[src/rtl/sprite_pkg.sv]
// Shared definitions for the sprite fetch path: requester IDs and pixel word layout.
package sprite_pkg;

    typedef logic [1:0] req_id_t;

    localparam req_id_t REQ_DUCK = 2'd0;
    localparam req_id_t REQ_DOG  = 2'd1;
    localparam req_id_t REQ_BG   = 2'd2;

    typedef struct packed {
        logic [7:0] r;
        logic [7:0] g;
        logic [7:0] b;
    } rgb_t;

endpackage

[src/rtl/rr_pick.sv]
// Round-robin pick: first active request at or after ptr, as one-hot plus index.
module rr_pick #(
    parameter int N_REQ = 3,
    parameter int ID_W  = 2
) (
    input  logic [N_REQ-1:0] req,
    input  logic [ID_W-1:0]  ptr,
    output logic [N_REQ-1:0] gnt,
    output logic [ID_W-1:0]  idx
);

    // Walk the requesters in rotated order starting at ptr; the first hit wins.
    always_comb begin
        int  j;
        logic found;
        gnt   = '0;
        idx   = '0;
        found = 1'b0;
        j     = 0;
        for (int k = 0; k < N_REQ; k++) begin
            j = int'(ptr) + k;
            if (j >= N_REQ) begin
                j = j - N_REQ;
            end
            if (!found && req[j]) begin
                found  = 1'b1;
                gnt[j] = 1'b1;
                idx    = ID_W'(j);
            end
        end
    end

endmodule

[src/rtl/sprite_fetch_arbiter.sv]
// Shares one sprite ROM read port between the sprite address generators, round-robin,
// and returns each read's data tagged with the requester ID after the ROM latency.
module sprite_fetch_arbiter
    import sprite_pkg::*;
#(
    parameter int N_REQ  = 3,
    parameter int ADDR_W = 16,
    parameter int DATA_W = 24,
    parameter int RD_LAT = 2,
    localparam int ID_W  = (N_REQ > 1) ? $clog2(N_REQ) : 1
) (
    input  logic                    Clk,
    input  logic                    Reset,
    input  logic                    frame_start,
    input  logic [N_REQ-1:0]        req,
    input  logic [N_REQ*ADDR_W-1:0] req_addr,
    output logic [N_REQ-1:0]        gnt,
    output logic                    rom_rd,
    output logic [ADDR_W-1:0]       rom_addr,
    input  logic [DATA_W-1:0]       rom_data,
    output logic                    rd_valid,
    output logic [ID_W-1:0]         rd_id,
    output logic [DATA_W-1:0]       rd_data
);

    logic [ID_W-1:0]   ptr;
    logic [ID_W-1:0]   gnt_idx;
    logic [RD_LAT-1:0] tag_valid;
    logic [ID_W-1:0]   tag_id [RD_LAT];

    rr_pick #(
        .N_REQ (N_REQ),
        .ID_W  (ID_W)
    ) u_pick (
        .req (req),
        .ptr (ptr),
        .gnt (gnt),
        .idx (gnt_idx)
    );

    always_comb begin
        rom_rd   = |gnt;
        rom_addr = '0;
        if (rom_rd) begin
            rom_addr = req_addr[gnt_idx*ADDR_W +: ADDR_W];
        end
    end

    // frame_start wins over the grant update so every frame starts at the duck.
    always_ff @(posedge Clk or posedge Reset) begin
        if (Reset) begin
            ptr <= '0;
        end else if (frame_start) begin
            ptr <= '0;
        end else if (rom_rd) begin
            if (gnt_idx == ID_W'(N_REQ - 1)) begin
                ptr <= '0;
            end else begin
                ptr <= gnt_idx + 1'b1;
            end
        end
    end

    // Tag shift register tracks each read through the ROM latency; frame_start leaves it alone.
    always_ff @(posedge Clk or posedge Reset) begin
        if (Reset) begin
            tag_valid <= '0;
            for (int i = 0; i < RD_LAT; i++) begin
                tag_id[i] <= '0;
            end
        end else begin
            tag_valid[0] <= rom_rd;
            tag_id[0]    <= gnt_idx;
            for (int i = 1; i < RD_LAT; i++) begin
                tag_valid[i] <= tag_valid[i-1];
                tag_id[i]    <= tag_id[i-1];
            end
        end
    end

    assign rd_valid = tag_valid[RD_LAT-1];
    assign rd_id    = tag_id[RD_LAT-1];
    assign rd_data  = rom_data;

endmodule

[config.mk]
export PLATFORM = sky130hd
export DESIGN_NAME = sprite_fetch_arbiter
export DESIGN_NICKNAME = d
export VERILOG_FILES = /design/src/rtl/sprite_pkg.sv /design/src/rtl/rr_pick.sv /design/src/rtl/sprite_fetch_arbiter.sv
export SDC_FILE = /design/constraint.sdc
export NUM_CORES = 1
export LEC_CHECK = 0
export BUFFER_PORTS_ARGS = -buffer_cell sky130_fd_sc_hd__buf_4
export CAP_MARGIN = 20
export CORE_MARGIN = 3
export CORE_UTILIZATION = 39
export CTS_CLUSTER_DIAMETER = 50
export CTS_CLUSTER_SIZE = 10
export DETAILED_ROUTE_END_ITERATION = 8
export PLACE_DENSITY = 0.9
export RECOVER_POWER = 50
export SYNTH_ARGS = -nofsm -noshare
export SYNTH_HDL_FRONTEND = slang
export SYNTH_SLANG_ARGS = --single-unit
export TNS_END_PERCENT = 30
[constraint.sdc]
create_clock -name Clk -period 5.6 [get_ports Clk]
set_input_delay 1.12 -clock Clk [delete_from_list [all_inputs] [get_ports Clk]]
set_output_delay 1.12 -clock Clk [all_outputs]
set_load 0.05 [all_outputs]
==> impl_table.tex <==
\begin{tabular}{lr}
\hline
Metric & Value \\
\hline
\multicolumn{2}{l}{\textbf{Die}} \\
\quad Area of the core region & 0.00285 mm\^{}2 \\
\quad Floorplan die width & 61.8 um \\
\quad Initial Util & 42.5\% \\
\quad Area enclosed by the die boundary & 0.00382 mm\^{}2 \\
\quad \# rows & 19 \\
\quad Top Ports & 125 \\
\quad Die Span Y & 61.8 um \\
\multicolumn{2}{l}{\textbf{Critical path}} \\
\quad Worst-path maximum fanout & 11 \\
\quad Required time worst endpoint & 4.48 ns \\
\quad Startpoint of the worst register-to-register path & ptr[1] \\
\quad Sort of element at the end of the critical path & primary output \\
\quad Worst setup path end & rom\_addr[15] \\
\quad Type of element launching the critical path & register \\
\quad Arrival @ worst endpoint & 3.40 ns \\
\quad Worst Setup SP & ptr[1] \\
\quad Reg2Reg Depth & 8 \\
\quad Internal reg-to-reg setup slack & 2.70 ns \\
\quad Kind of critical path & reg -> out \\
\quad Capture instance of the worst register-to-register path & ptr[1] \\
\multicolumn{2}{l}{\textbf{GRT}} \\
\quad Maximum number of pins on one net before global-route repair & 20 \\
\quad Vias in the first global route & 1105 \\
\quad Overall track demand over capacity in global routing & 15.9\% \\
\quad Wire length of the first global-routing pass & 4720 um \\
\quad Number of antenna violations at the first check in global routing & 0 \\
\quad Total grt overflow & 0 \\
\multicolumn{2}{l}{\textbf{Route}} \\
\quad Total via count in the routed design & 1179 \\
\quad Count of unresolved DRC violations after routing & 0 \\
\quad Pre-Repair DR Iteration Count & 4 \\
\quad Via density per instance & 5.33 \\
\quad Number of nets still failing antenna checks after routing & 0 \\
\quad Number of violations reported at the end of detailed-routing iteration 0 & 36 \\
\quad Total wirelength of the detailed-routed design & 3120 um \\
\quad Average detailed-routed wire length per instance & 14.1 um \\
\multicolumn{2}{l}{\textbf{Clock tree}} \\
\quad Number of buffers added by the clock tree synthesis step & 3 \\
\quad TritonCTS clock tree & done \\
\quad Root buffer cell & sky130\_fd\_sc\_hd\_\_clkbuf\_4 \\
\quad Number of resized instances in the post-cts repair step & 0 \\
\quad Level count of the clock H-tree & 1 \\
\quad Clock-pin slew on the worst setup and hold paths & 0.05 ns \\
\quad Clk buf depth & 2 \\
\quad Sink count of the clock tree & 8 \\
\quad Clock latency reported for the late side of the worst-skew pair & 0.25 ns \\
\quad Hold\_buf cts & 0 \\
\quad Total setup buffers inserted after CTS & 0 \\
\multicolumn{2}{l}{\textbf{STA}} \\
\quad Number of max-slew violations in the final report & 0 \\
\quad Relative slew margins & 50.3\% \\
\quad Final number of setup-violating endpoints & 0 \\
\quad Clock period minus final worst setup slack & 4.52 ns \\
\quad Count of endpoints failing hold in the final timing report & 0 \\
\quad Unrepaired setup endpoints after global routing & no \\
\quad Portion of the clock cycle consumed by the worst path in the final layout & 80.7\% \\
\quad Final total negative setup slack & 0 ns \\
\quad Worst Clk Skew & 0.00324 ns \\
\quad Measured slew at the worst slew-check pin & 0.744 ns \\
\quad Timing-limited maximum frequency & 221 MHz \\
\multicolumn{2}{l}{\textbf{Place}} \\
\quad Count of input and output buffers & 76 \\
\quad DP Wirelength & 2580 um \\
\quad Final GP Congestion & 0.775 \\
\multicolumn{2}{l}{\textbf{Cells and area}} \\
\quad Ant. Diodes & 0 \\
\quad Number of fill cells & 266 \\
\quad Fraction of layout cells with a size suffix above 1 & 44.7\% \\
\quad Area growth from synthesis to final layout & 32.4\% \\
\quad Nets@finish & 274 \\
\multicolumn{2}{l}{\textbf{Worst hold path}} \\
\quad Hold Crit Depth & 0 \\
\quad Path category of the worst min-delay check & reg -> reg \\
\quad Worst hold path startpoint & tag\_id[3] \\
\multicolumn{2}{l}{\textbf{Synth}} \\
\quad Synthesis-stage register bit count & 8 \\
\quad Part of the Yosys area used for sequential elements & 16.5\% \\
\quad Post-synthesis cell type with the largest combined area & sky130\_fd\_sc\_hd\_\_buf\_4 \\
\quad Leading cell types by total area after synthesis & sky130\_fd\_sc\_hd\_\_buf\_4 18\%, sky130\_fd\_sc\_hd\_\_mux2i\_1 17\%, sky130\_fd\_sc\_hd\_\_dfrtp\_1 16\%, sky130\_fd\_sc\_hd\_\_a2bb2oi\_1 12\%, sky130\_fd\_sc\_hd\_\_nor2\_1 6.2\% \\
\quad Net count of the mapped netlist & 225 \\
\quad Post-synthesis average cell area & 8.49 um\^{}2 \\
\quad Most used flip-flop cell after synthesis & sky130\_fd\_sc\_hd\_\_dfrtp\_1 \\
\quad Synthesis warning total & 0 \\
\quad Synthesized instance count & 143 \\
\quad Netlist area before placement & 0.00121 mm\^{}2 \\
\quad Proportion of synthesized flip-flops having asynchronous set or reset & 100\% \\
\quad Post-synth top area share & 17.9\% \\
\quad Number of synthesized flops with an enable pin & 0 \\
\quad Distinct cell type count after synthesis & 35 \\
\multicolumn{2}{l}{\textbf{Run status}} \\
\quad Outcome & complete, no violations \\
\multicolumn{2}{l}{\textbf{Job}} \\
\quad Max-cap violation count & 0 \\
\hline
\end{tabular}
final cells by class:
type	instances	area (um^2)	area share [%]
clock buffers	3	22.5	1.40
inverters	5	18.8	1.17
multi-input cells	96	752	46.8
flip-flops and latches	8	200	12.5
well taps	31	38.8	2.41
repair buffers	78	574	35.7
cells by family (layout without fill, tap and decap cells):
group,Yosys count,in the layout,share of synthesized area (%)
flip-flops,8,8,16.5
AND/OR/NAND/NOR,39,39,16.9
AO/OA/AOI/OAI,31,31,22.1
adder cells (fa/ha/maj),4,4,4.12
multiplexers,22,22,18.6
buffers and inverters,39,86,21.9
cell usage after synthesis, drive strengths merged (2+ instances only):
cell and instances:
inv 5, nor2b 3, nand2 4, buf 32
nor4bb 2, nor3 3, a2bb2oi 16, a31oi 2
a21bo 2, o21ai 4, clkbuf 2, nand2b 2
ha 4, mux2i 21, dfrtp 8, nor2 20
worst min path at each step:
stage,slack (ns),to
after global routing,0.35,rd_id[1]
after CTS,0.34,rd_id[1]
final,0.34,rd_id[1]
after detailed placement,0.34,tag_valid[1]
after global placement,0.33,tag_valid[1]
after floorplan,0.33,rd_id[0]
placed cells by master (no fill, tap or decap), types with 2 or more instances in the layout:
cell type and count:
sky130_fd_sc_hd__buf_4 74, sky130_fd_sc_hd__mux2i_1 20, sky130_fd_sc_hd__nor2_1 20, sky130_fd_sc_hd__a2bb2oi_1 16
sky130_fd_sc_hd__dfrtp_1 8, sky130_fd_sc_hd__inv_1 5, sky130_fd_sc_hd__nand2_1 4, sky130_fd_sc_hd__ha_1 4
sky130_fd_sc_hd__clkbuf_4 4, sky130_fd_sc_hd__nor2b_1 3, sky130_fd_sc_hd__o21ai_1 3, sky130_fd_sc_hd__clkbuf_1 3
sky130_fd_sc_hd__nor4bb_1 2, sky130_fd_sc_hd__nor3_1 2, sky130_fd_sc_hd__nand2b_1 2
sequential cells by signal, summed over array words and instances (netlist names):
register   cells
tag_id         2
rd_id          2
ptr            2
tag_valid      2
stage by stage:
| stage | instances | worst slack (ns) | hold WS, ns | util, % | instance area, um^2 |
|---|---|---|---|---|---|
| global route | 221 | 0.805 | 0.350 | 56.3 | 1610 |
| detailed placement | 217 | 1.11 | 0.336 | 55.7 | 1590 |
| finish | 221 | 1.08 | 0.341 | 56.3 | 1610 |
| floorplan | 143 | 0.951 | 0.331 | - | 1210 |
| CTS | 220 | 1.08 | 0.341 | 56.4 | 1610 |
| global placement | 217 | 1.18 | 0.332 | 55.7 | 1590 |
per-layer routing:
layer	part of all wire [%]	GRT usage, %	vias up
li1	-	-	580
met1	38	18.2	536
met2	52	27.4	61
met3	10	6.82	2
met4	0.29	3.94	0
met5	0	0	-
worst max-delay path: stages, from the launching register on:
cell and delay (ns):
sky130_fd_sc_hd__dfrtp_1 0.39, sky130_fd_sc_hd__inv_1 0.11, sky130_fd_sc_hd__ha_1 0.42, sky130_fd_sc_hd__mux2i_1 0.30, sky130_fd_sc_hd__o21a_1 0.27, sky130_fd_sc_hd__mux2i_2 0.64, sky130_fd_sc_hd__buf_4 0.33, sky130_fd_sc_hd__mux2i_1 0.20
sky130_fd_sc_hd__a2bb2oi_1 0.20, sky130_fd_sc_hd__nor2_1 0.06, sky130_fd_sc_hd__buf_4 0.22
Power is left out: the tool's default activity adds up to more than one toggle a clock period on the data nets, which glitch-free logic cannot reach.
